### src/rtl/pipe_elastic_pkg.sv
// Shared definitions for the elastic (valid/ready) delay pipe.
//   SKID_ENTRIES   entries per stage: main register plus one skid register
//   stage_act_e    the single state update a stage performs on a clock edge
//   stage_action() picks that update from flush, occupancy and handshakes
//   PIPE_ELASTIC_SLOT_T(W) builds a {valid, data} slot of payload width W

`ifndef PIPE_ELASTIC_PKG_SV
`define PIPE_ELASTIC_PKG_SV

`define PIPE_ELASTIC_SLOT_T(W) struct packed { logic v; logic [(W)-1:0] d; }

package pipe_elastic_pkg;

   localparam int SKID_ENTRIES = 2;

   // Slot index within a stage.
   localparam int MAIN = 0;
   localparam int SKID = 1;

   typedef enum logic [2:0] {
      ACT_HOLD,          // nothing moves
      ACT_FLUSH,         // drop everything held
      ACT_SKID_TO_MAIN,  // main leaves, skid refills it
      ACT_LOAD_MAIN,     // main takes the incoming word
      ACT_DRAIN,         // main leaves, nothing replaces it
      ACT_LOAD_SKID      // main is stuck, park the incoming word
   } stage_act_e;

   // A stage with a full skid has in_ready low, so accept and a full skid
   // never occur together; the order below relies on that.
   function automatic stage_act_e stage_action(input logic flush,
                                               input logic main_v,
                                               input logic skid_v,
                                               input logic accept,
                                               input logic emit);
      if (flush)               return ACT_FLUSH;
      if (emit && skid_v)      return ACT_SKID_TO_MAIN;
      if (emit && accept)      return ACT_LOAD_MAIN;
      if (emit)                return ACT_DRAIN;
      if (accept && !main_v)   return ACT_LOAD_MAIN;
      if (accept)              return ACT_LOAD_SKID;
      return ACT_HOLD;
   endfunction

endpackage

`endif

### src/rtl/pipe_elastic_skid.sv
// One registered skid stage of the elastic pipe.
//   clk, rst             clock, asynchronous active-low reset
//   flush                synchronous clear of both entries; blocks input
//   in_valid/in_ready    upstream handshake; in_ready comes from the skid flop
//   in_data              payload in
//   out_valid/out_ready  downstream handshake
//   out_data             payload out, taken straight from the main register

module pipe_elastic_skid
   import pipe_elastic_pkg::*;
#(
   parameter int DATAW = 32
) (
   input  logic             clk,
   input  logic             rst,
   input  logic             flush,
   input  logic             in_valid,
   output logic             in_ready,
   input  logic [DATAW-1:0] in_data,
   output logic             out_valid,
   input  logic             out_ready,
   output logic [DATAW-1:0] out_data
);

   typedef `PIPE_ELASTIC_SLOT_T(DATAW) slot_t;

   slot_t      slot_q [SKID_ENTRIES];
   slot_t      slot_d [SKID_ENTRIES];
   logic       accept;
   logic       emit;
   stage_act_e act;

   // Ready depends only on our own skid flop, so out_ready never ripples
   // combinationally back to the producer.
   assign in_ready  = !slot_q[SKID].v && !flush;
   assign out_valid = slot_q[MAIN].v;
   assign out_data  = slot_q[MAIN].d;

   assign accept = in_valid && in_ready;
   assign emit   = slot_q[MAIN].v && out_ready;
   assign act    = stage_action(flush, slot_q[MAIN].v, slot_q[SKID].v, accept, emit);

   always_comb begin
      // NOTE: next state starts as a copy of the current state so every
      // path assigns it; a missing default here would infer latches.
      slot_d = slot_q;
      case (act)
         ACT_FLUSH: begin
            // Data is left in place; only the valid flags matter after a flush.
            slot_d[MAIN].v = 1'b0;
            slot_d[SKID].v = 1'b0;
         end
         ACT_SKID_TO_MAIN: begin
            slot_d[MAIN]   = slot_q[SKID];
            slot_d[SKID].v = 1'b0;
         end
         ACT_LOAD_MAIN: slot_d[MAIN] = '{v: 1'b1, d: in_data};
         ACT_DRAIN:     slot_d[MAIN].v = 1'b0;
         ACT_LOAD_SKID: slot_d[SKID] = '{v: 1'b1, d: in_data};
         default:       ;
      endcase
   end

   // NOTE: the data registers are reset as well as the valid flags, because
   // out_data must read 0 during and straight after reset; sequential state
   // is written with non-blocking assignments only.
   always_ff @(posedge clk or negedge rst) begin
      if (!rst) begin
         for (int i = 0; i < SKID_ENTRIES; i++) begin
            slot_q[i] <= '0;
         end
      end else begin
         slot_q <= slot_d;
      end
   end

endmodule

### src/rtl/pipe_elastic.sv
// Elastic delay pipe: DEPTH skid stages under a valid/ready handshake.
// Backpressure from out_ready reaches in_ready one stage per cycle; the pipe
// holds up to 2*DEPTH words. DEPTH=0 is a pure combinational passthrough.
//   clk, rst             clock, asynchronous active-low reset
//   flush                synchronous clear of every stage; blocks input
//   in_valid/in_ready    producer handshake
//   in_data              payload in
//   out_valid/out_ready  consumer handshake
//   out_data             payload out

module pipe_elastic
   import pipe_elastic_pkg::*;
#(
   parameter int DATAW = 32,
   parameter int DEPTH = 2
) (
   input  logic             clk,
   input  logic             rst,
   input  logic             flush,
   input  logic             in_valid,
   output logic             in_ready,
   input  logic [DATAW-1:0] in_data,
   output logic             out_valid,
   input  logic             out_ready,
   output logic [DATAW-1:0] out_data
);

   if (DEPTH == 0) begin : g_pass
      assign out_valid = in_valid;
      assign out_data  = in_data;
      assign in_ready  = out_ready && !flush;
   end else begin : g_chain
      // Link i connects stage i-1 to stage i; link 0 is the block input and
      // link DEPTH is the block output.
      logic [DEPTH:0]   link_v;
      logic [DEPTH:0]   link_r;
      logic [DATAW-1:0] link_d [DEPTH+1];

      assign link_v[0]     = in_valid;
      assign link_d[0]     = in_data;
      assign in_ready      = link_r[0];
      assign out_valid     = link_v[DEPTH];
      assign out_data      = link_d[DEPTH];
      assign link_r[DEPTH] = out_ready;

      for (genvar i = 0; i < DEPTH; i++) begin : g_stage
         pipe_elastic_skid #(
            .DATAW (DATAW)
         ) u_stage (
            .clk       (clk),
            .rst       (rst),
            .flush     (flush),
            .in_valid  (link_v[i]),
            .in_ready  (link_r[i]),
            .in_data   (link_d[i]),
            .out_valid (link_v[i+1]),
            .out_ready (link_r[i+1]),
            .out_data  (link_d[i+1])
         );
      end
   end

endmodule
### config.mk
export PLATFORM = sky130hd
export DESIGN_NAME = pipe_elastic
export DESIGN_NICKNAME = d
export VERILOG_FILES = /design/src/rtl/pipe_elastic_pkg.sv /design/src/rtl/pipe_elastic_skid.sv /design/src/rtl/pipe_elastic.sv
export SDC_FILE = /design/constraint.sdc
export NUM_CORES = 1
export LEC_CHECK = 0
export ABC_CLOCK_PERIOD_IN_PS = 2200
export CAP_MARGIN = 15
export CORE_MARGIN = 8
export CORE_UTILIZATION = 36
export CTS_BUF_LIST = sky130_fd_sc_hd__clkbuf_4
export DETAILED_ROUTE_END_ITERATION = 10
export GPL_ROUTABILITY_DRIVEN = 0
export PLACE_DENSITY = 0.59
export RECOVER_POWER = 25
export SETUP_SLACK_MARGIN = 0.3
export SLEW_MARGIN = 20
export SYNTH_ARGS = -nofsm -noshare
export SYNTH_HDL_FRONTEND = slang
export SYNTH_SLANG_ARGS = --single-unit
### constraint.sdc
create_clock -name clk -period 2.2 [get_ports clk]
set_input_delay 0.44 -clock clk [delete_from_list [all_inputs] [get_ports clk]]
set_output_delay 0.44 -clock clk [all_outputs]
set_load 0.005 [all_outputs]
==> flow_summary.ini, run 1 <==
[run_status]
outcome = completed

[die]
die_width_um = 144
io-pin-count = 71
core_mm2 = 0.0159
initial_core_util = 0.369
die_area_mm2 = 0.0206
row_count = 46
die_h_um = 144

[placement]
dpl_cell_area_mm2 = 0.00661
port_buffers = 70
hpwlAfterDp_um = 8530

[global_route]
grt_start_max_net_pins = 51
use_met1 = 0.171
grt_pass1_vias = 3839
busiest_layer = met2
grt_usage = 0.138
grt_use_met2 = 0.224
grt_pass1_wl_um = 21500
grt_use_met3 = 0.0431
antenna_found_initial = 0
grt_overflow = 0

[worst_setup_path]
cp-start-kind = register
path_max_fanout = 32
criticalPathCategory = reg2reg
cp.required_ns = 2.63
crit_path_end_kind = register
worstPathArrival_ns = 2.19

[logic_synthesis]
synth_warnings = 0
synthArstFlopShare = 1.00
yosys.area.top_type = dfrtp_1
synth_top_area_frac = 0.564
yosysUniqueCellTypes = 27
synth_area_leaders = dfrtp_1 56%, a221o_1 11%, mux2_4 7.7%
synth-seq-cells = 132
syn-mean-instance-area_um2 = 14.2
postSynthCellCount = 413
synthFlopType = dfrtp_1
synth-edff-count = 0
synth_nets = 450
synth_seq_area_share = 0.564
syn_area_mm2 = 0.00586

[cells_and_area]
n_fill_cell = 1474
fin_area_mm2 = 0.00705
drive_above_1_share = 0.293
n_antenna_cell = 0
syn2layout_area_growth_pct = 20.4
nets = 522

[sta]
worst_slew_pin_slew_ns = 1.19
fmax_mhz = 568
min_period_over_period = 0.801
slew_viol_final = 0
finalHoldViolCount = 0
rsz0062_at_grt = false
slew_headroom = 0.206
setup_viol = 0
skew_ns = 0.0143
period_needed_ns = 1.76

[run]
max_cap_violations = 0

[pwr]
p_leak_nw = 3.59
power_density_mw_per_mm2 = 835
swShare = 0.262
clkPwrFrac = 0.284
combPwrFrac = 0.192
power_frac_seq = 0.523
switching_power_mw = 1.54
p_int_mw = 4.34
power_mw = 5.89
ir_worst_vdd_mv = 0.328

[clock_tree]
h-tree-depth = 4
cts_tree = built
cts_max_path_buffers = 2
numCtsBuffers = 17
cts.clk_slew.worst_paths_ns = 0.11
cts_root_buf = clkbuf_4
clock-sinks = 132
clock_latency_ns = 0.54

[routing]
vias_per_cell = 5.12
drtIter0Drc = 211
wl_per_cell_um = 18.8
firstDrtPassIters = 5
wl_um = 13500
drt_drc_violations_left = 0
vias = 3653
ant_nets = 0

[worst_hold_path]
hold_class = in2reg
## power groups by stage
| stage | logic [mW] | registers, mW | clock network [mW] |
|---|---|---|---|
| 2_1_floorplan | 0.755 | 3.04 | 0 |
| 3_3_place_gp | 1.06 | 3.14 | 0 |
| 3_5_place_dp | 1.10 | 3.15 | 0 |
| 4_1_cts | 1.16 | 3.08 | 1.74 |
| 5_1_grt | 1.24 | 3.14 | 1.86 |
| 6_report | 1.13 | 3.08 | 1.67 |
## critical path, stage by stage, from the launching register on
cell      delay [ns]
dfrtp_1         0.54
nand2b_4        0.23
a211o_4         0.52
a221o_1         0.36
## what timing repair did
item                       CTS  global route
pin swaps                    0             0
gates resized for setup     34             2
hold endpoints to repair    44             0
hold buffers                 1             0
setup buffers               24             0
setup endpoints to repair   34             2
## cell usage in the layout (no fill, tap or decap), types with 2 or more instances in the layout
cell type | Yosys | routed
a21oi_1 | 4 | 4
a221o_1 | 65 | 65
and2_1 | 32 | 32
and3_1 | 32 | 32
buf_12 | 0 | 7
buf_4 | 35 | 38
bufinv_16 | 0 | 3
clkbuf_2 | 0 | 2
clkbuf_4 | 0 | 17
clkdlybuf4s50_1 | 0 | 34
clkinv_1 | 0 | 2
clkinv_2 | 0 | 4
clkinv_4 | 0 | 2
clkinvlp_4 | 0 | 4
dfrtp_1 | 132 | 131
dlygate4sd2_1 | 0 | 33
dlymetal6s2s_1 | 0 | 2
mux2_1 | 5 | 5
mux2_2 | 29 | 29
mux2_4 | 30 | 30
nand2_1 | 2 | 2
nand2_2 | 2 | 2
nand2b_1 | 2 | 2
nor2_1 | 2 | 2
o21ai_0 | 2 | 2
## cell families after synthesis
logic type	after synthesis	share of synthesized area
flops	132	0.564
buf+inv	65	0.0837
simple gates	78	0.0876
compound gates	74	0.123
mux	64	0.142
## worst paths after layout
path                                                            start                                 endpoint  slack [ns]  depth (start not counted)
max in group asynchronous                                         rst  g_chain.g_stage[0].u_stage.out_data[20]        0.45                          3
min in group asynchronous                                         rst    g_chain.g_stage[0].u_stage.slot_q[27]        0.67                          2
worst min-delay path                                            flush     g_chain.g_stage[1].u_stage.out_valid        0.42                          2
worst max-delay path            g_chain.g_stage[1].u_stage.slot_q[32]  g_chain.g_stage[1].u_stage.out_data[14]        0.44                          3
worst max register to register  g_chain.g_stage[1].u_stage.slot_q[32]  g_chain.g_stage[1].u_stage.out_data[14]        0.44                          3
worst min register to register  g_chain.g_stage[0].u_stage.slot_q[24]    g_chain.g_stage[0].u_stage.slot_q[24]        0.50                          1
## registers in the layout, summed over array words and instances (netlist names)
register,flops
g_chain.g_stage.u_stage.slot_q,66
g_chain.g_stage.u_stage.out_data,64
g_chain.g_stage.u_stage.out_valid,2
## per-stage QoR
step	hold slack, ns	util	setup TNS (ns)	std cells	setup slack, ns
after global placement	0.400	0.416	0	657	0.00556
final	0.415	0.444	0	714	0.438
after global routing	0.375	0.444	0	714	0.222
after detailed placement	0.404	0.416	-1.25	657	-0.0484
after floorplan	0.144	-	0	413	0.679
after CTS	0.350	0.444	0	714	0.301
## synthesized netlist by cell type, types with 2 or more instances
library cell	n
buf_6	15
a221o_1	65
mux2_4	30
buf_4	35
nor2_1	2
and3_1	32
clkbuf_1	12
and2_1	32
dfrtp_1	132
a21oi_1	4
mux2_1	5
nand2b_1	2
nand2_1	2
mux2_2	29
nand2_2	2
o21ai_0	2
buf_2	2
## layer usage
layer | part of all wire | routed length, um
met4 | 0.011 | 143
met1 | 0.44 | 5920
met3 | 0.046 | 616
met5 | 0 | 0
met2 | 0.50 | 6770
## cell type report
cell class | instances | area (um^2) | area share
Clock inverter | 15 | 165 | 0.0234
Sequential cell | 132 | 3300 | 0.469
Tap cell | 216 | 270 | 0.0383
Clock buffer | 17 | 128 | 0.0181
Inverter | 1 | 3.75 | 0.000532
Timing Repair Buffer | 117 | 1100 | 0.156
Multi-Input combinational cell | 216 | 2080 | 0.295
No activity file was read; power rests on OpenSTA's default activity.
==> run 2: changes to the inputs <==
- ABC_CLOCK_PERIOD_IN_PS: 2200 -> 1600
- PLACE_DENSITY: 0.59 -> 0.61
- clock period: 2.2 -> 1.6 ns (I/O delays scaled with it)
==> run 2 against run 1 <==
The flow now finishes with violations (setup timing). Clock-buffer cell count increased by 1. Die area unchanged. Final cell count increased by 5.2%. Critical path type unchanged. Largest cell class unchanged.
==> flow_summary.ini, run 2 (synthesized netlist as in run 1, its figures left out) <==
[clock_tree]
cts.clk_slew.worst_paths_ns = 0.11
cts_root_buf = clkbuf_4
clock-sinks = 132
cts_tree = built
numCtsBuffers = 17
clock_latency_ns = 0.53
h-tree-depth = 4
cts_max_path_buffers = 2

[worst_setup_path]
cp_cell_sequence = buf_6 > nand2b_4 > a221o_1 > buf_12 > a221o_1
r2r_end = g_chain.g_stage[0].u_stage.out_data[27]
cp.required_ns = 2.01
cp_slowest_cell = dfrtp_2
crit_path_max_incr_delay_ns = 0.42
path_max_fanout = 22
cp-start-kind = register
r2r-start = g_chain.g_stage[0].u_stage.slot_q[32]
crit_cells = 5
path_delay_family = compound AO/OA/AOI/OAI gates
path_common_cell = a221o_1
worstPathArrival_ns = 2.08
crit_path_end_kind = register
criticalPathCategory = reg2reg
ff2ff_path_depth = 5
reg2reg_slack_ns = -0.07
worst-path-buf-inv = 2

[routing]
vias = 3900
wl_um = 15300
ant_nets = 0
drtIter0Drc = 213
wl_per_cell_um = 20.4
vias_per_cell = 5.19
drt_drc_violations_left = 0
firstDrtPassIters = 4

[placement]
port_buffers = 70
hpwlAfterDp_um = 8980
placedCellCount = 666

[sta]
fmax_mhz = 598
period_needed_ns = 1.67
setup_viol = 54
min_period_over_period = 1.05
slew_headroom = 0.321
worst_slew_pin_slew_ns = 1.02
slew_viol_final = 0
rsz0062_at_grt = true
finalHoldViolCount = 0
final.setup.worst_slack_ns = -0.0728
skew_ns = 0.0191
hold-worst-slack_ns = 0.438

[die]
core_mm2 = 0.0159
io-pin-count = 71
row_count = 46
die_width_um = 144
die_area_mm2 = 0.0206
die_h_um = 144
initial_core_util = 0.369

[cells_and_area]
n_antenna_cell = 0
final_common_cell = dfrtp_1
nets = 560
post-route-util = 0.475
top_register = g_chain.g_stage.u_stage.slot_q
n_fill_cell = 1427
largest_reg_flops = 66
drive_above_1_share = 0.428
layout_common_cells = 129 x dfrtp_1, 65 x a221o_1, 52 x mux2_4, 48 x buf_4, 35 x clkdlybuf4s50_1
syn2layout_area_growth_pct = 28.8
final_cells = 751

[worst_hold_path]
worstHoldStart = in_data[18]
holdPathEnd = g_chain.g_stage[0].u_stage.slot_q[18]
hold_depth = 2
hold_class = in2reg

[global_route]
grt_usage = 0.148
grt_pass1_vias = 4052
grt_pass1_wl_um = 23100
antenna_found_initial = 1
grt_start_max_net_pins = 40
grt_overflow = 0

[pwr]
power_density_mw_per_mm2 = 1090
p_leak_nw = 3.87
ir_worst_vdd_mv = 0.452

[run]
max_cap_violations = 0

[run_status]
violations = setup timing
outcome = finished with violations
run 2: changes by cell type in the layout (fill, tap and decap cells not counted), sizes merged:
cell / before / now
a211o: 1 / 4
clkinv: 8 / 9
clkinvlp: 4 / 1
clkdlybuf4s50: 34 / 35
dlymetal6s2s: 2 / 0
clkbuf: 19 / 22
and4b: 1 / 4
buf: 45 / 109
dlygate4sd2: 33 / 0
run 2: area by class of cell:
type	count	area, um^2	area share
sequential	132	3310	0.438
multi-input combinational	222	2290	0.304
inverter	1	3.75	0.000498
tap	216	270	0.0358
clock buffer	18	135	0.0179
timing repair buffer	149	1390	0.185
clock inverter	13	141	0.0187
run 2: worst max-delay path by stage:
| stage | end | start | slack [ns] |
|---|---|---|---|
| after floorplan | g_chain.g_stage[1].u_stage.out_data[10] | g_chain.g_stage[1].u_stage.slot_q[32] | 0.09 |
| after global placement | g_chain.g_stage[1].u_stage.slot_q[16] | flush | -0.41 |
| final | g_chain.g_stage[0].u_stage.out_data[27] | g_chain.g_stage[0].u_stage.slot_q[32] | -0.07 |
| after CTS | g_chain.g_stage[0].u_stage.out_data[27] | g_chain.g_stage[0].u_stage.slot_q[32] | -0.08 |
| after detailed placement | g_chain.g_stage[1].u_stage.slot_q[13] | flush | -0.39 |
| after global routing | g_chain.g_stage[0].u_stage.out_data[21] | g_chain.g_stage[0].u_stage.slot_q[32] | -0.12 |
run 2: metrics by stage:
step	setup slack (ns)	setup TNS, ns	power, mW	area (um^2)
2_1_floorplan	0.0914	0	5.23	5900
3_3_place_gp	-0.406	-44.39	5.82	6770
3_5_place_dp	-0.385	-44.22	5.88	6770
4_1_cts	-0.0818	-2.59	8.14	7280
5_1_grt	-0.115	-4.62	8.62	7540
6_report	-0.0728	-1.78	8.19	7540
run 2: per-layer routing:
metal | track usage | vias to the layer above | part of all wire
met4 | 0.0548 | 2 | 0.016
met2 | 0.223 | 116 | 0.47
met1 | 0.197 | 2006 | 0.44
met3 | 0.0435 | 21 | 0.069
li1 | - | 1755 | -
met5 | 0 | - | 0.00065
run 2: worst register-to-register path: cells and delay by family, from the launching register on:
family,cells,cell delay [ns]
buffers and inverters,2,0.31
DFF,1,0.42
AOI/OAI and AO/OA,2,0.68
and+or+nand+nor,1,0.14
run 2: what timing repair did:
action | in CTS | in global routing
hold buffers | 1 | 0
gates resized for setup | 161 | 26
cloned | 4 | 6
endpoints found under the hold margin | 39 | 0
buffers inserted | 28 | 15
pin swaps | 6 | 12
endpoints found under the setup margin | 162 | 162
run 2: power breakdown:
group / internal (mW) / switching [mW]
logic: 1.11 / 0.599
clock network: 1.06 / 1.16
registers: 3.89 / 0.370
==> run 3: changes to the inputs <==
- CORE_MARGIN: 8 -> default
==> run 3 against run 2 <==
The run still ends with setup timing left. Clock-buffer cell count rose by 2. Wire length fell by 3.4%. Register-to-register slack got worse by 0.02 ns. Power fell by 2.1%. Combinational power fell by 5%. Setup slack got worse by 0.017 ns. First-iteration DRC count rose by 7.0%. Final cell count fell by 1.3%. Critical path depth did not move. Sequential power barely moved. Hold slack got worse by 0.014 ns. Fmax fell by 1.0%. Critical endpoint is now g_chain.g_stage[0].u_stage.out_data[14]. Largest power group unchanged. Highest routed layer is now met4.
==> flow_summary.ini, run 3 (synthesized netlist as in run 1, its figures left out) <==
[worst_setup_path]
cp.required_ns = 2.01
crit_path_end_kind = register
worstPathArrival_ns = 2.10
r2r_end = g_chain.g_stage[0].u_stage.out_data[14]
ff2ff_path_depth = 5
cp-start-kind = register
reg2reg_slack_ns = -0.09
path_max_fanout = 32
criticalPathCategory = reg2reg
r2r-start = g_chain.g_stage[0].u_stage.slot_q[32]

[sta]
final.setup.worst_slack_ns = -0.0898
setup_tns_ns = -3.64
skew_ns = 0.0132
period_needed_ns = 1.69
hold-worst-slack_ns = 0.423
worst_slew_pin_slew_ns = 1.24
setup_viol = 84
rsz0062_at_grt = true
min_period_over_period = 1.06
slew_headroom = 0.173
fmax_mhz = 592
slew_viol_final = 0
finalHoldViolCount = 0

[routing]
drt_drc_violations_left = 0
vias_per_cell = 5.21
ant_nets = 0
wl_per_cell_um = 20.0
wl_um = 14800
vias = 3862
drtIter0Drc = 228
firstDrtPassIters = 4

[clock_tree]
cts_root_buf = clkbuf_4
clock_latency_ns = 0.53
cts_tree = built
clock-sinks = 132
cts_max_path_buffers = 2
cts.clk_slew.worst_paths_ns = 0.11
numCtsBuffers = 17
h-tree-depth = 4

[die]
die_h_um = 130
core_mm2 = 0.0159
die_area_mm2 = 0.0168
row_count = 46
initial_core_util = 0.369
die_width_um = 130
io-pin-count = 71

[global_route]
antenna_found_initial = 0
grt_pass1_wl_um = 23400
grt_usage = 0.191
grt_pass1_vias = 4108
grt_start_max_net_pins = 47
grt_overflow = 0

[pwr]
p_leak_nw = 3.80
power_mw = 8.02
ir_worst_vdd_mv = 0.439
power_density_mw_per_mm2 = 1080

[run_status]
outcome = finished with violations
violations = setup timing

[cells_and_area]
post-route-util = 0.468
nets = 550
largest_reg_flops = 66
final_cells = 741
syn2layout_area_growth_pct = 27.0
fin_area_mm2 = 0.00744
drive_above_1_share = 0.438
layout_common_cells = 130 x dfrtp_1, 65 x a221o_1, 49 x mux2_4, 44 x buf_4, 34 x clkdlybuf4s50_1
final_common_cell = dfrtp_1
n_antenna_cell = 0
top_register = g_chain.g_stage.u_stage.slot_q

[placement]
port_buffers = 70
dpl_cell_area_mm2 = 0.00670
hpwlAfterDp_um = 8230
placedCellCount = 663
pre_cts_ws_ns = -0.447

[worst_hold_path]
worstHoldStart = flush
hold_class = in2reg
holdPathEnd = g_chain.g_stage[1].u_stage.out_valid
hold_depth = 3

[run]
max_cap_violations = 0
==> run 3: cell types whose count changed in the layout (fill, tap and decap cells not counted), moves of 4 or more <==
| cell | before | now |
|---|---|---|
| and2_1 | 29 | 19 |
| and2_4 | 3 | 13 |
| buf_12 | 14 | 10 |
| buf_4 | 48 | 44 |
==> run 3: worst max path at each step <==
stage          slack (ns)                                       to                             startpoint
4_1_cts             -0.07   g_chain.g_stage[0].u_stage.out_data[2]  g_chain.g_stage[0].u_stage.slot_q[32]
6_report            -0.09  g_chain.g_stage[0].u_stage.out_data[14]  g_chain.g_stage[0].u_stage.slot_q[32]
3_3_place_gp        -0.41                                 in_ready                                  flush
3_5_place_dp        -0.45                                 in_ready                                  flush
2_1_floorplan        0.09  g_chain.g_stage[1].u_stage.out_data[10]  g_chain.g_stage[1].u_stage.slot_q[32]
5_1_grt             -0.14  g_chain.g_stage[0].u_stage.out_data[14]  g_chain.g_stage[0].u_stage.slot_q[32]
==> run 3: cell type report <==
cell class	instances	area, um^2
Clock buffer	20	150
Clock inverter	11	113
Fill cell	1443	8450
Inverter	1	3.75
Multi-Input combinational cell	222	2310
Sequential cell	132	3310
Tap cell	216	270
Timing Repair Buffer	139	1280
==> run 3: what timing repair did <==
item / CTS / global route
pin swaps: 20 / 2
gates cloned: 9 / 1
setup buffers: 31 / 5
setup endpoints to repair: 162 / 162
gates resized for setup: 189 / 5
hold endpoints to repair: 41 / 0
hold buffers: 1 / 0
==> run 3: where the power goes <==
part / total [mW] / switching (mW) / internal (mW)
sequential: 4.25 / 0.367 / 3.89
clock: 2.15 / 1.20 / 0.953
combinational: 1.62 / 0.571 / 1.05
==> run 3: layer usage <==
metal	share of wire	vias to the layer above	GRT usage	wire length [um]
li1	-	1738	-	-
met1	0.45	2009	0.254	6680
met2	0.48	95	0.302	7090
met3	0.050	20	0.0409	743
met4	0.019	0	0.0814	274
met5	0	-	0	0
==> run 3: critical path: stages, from the launching register on <==
cell and delay [ns]:
dfrtp_2 0.45, buf_6 0.14, nand2b_4 0.13, a221o_1 0.33, buf_12 0.19, a221o_1 0.33
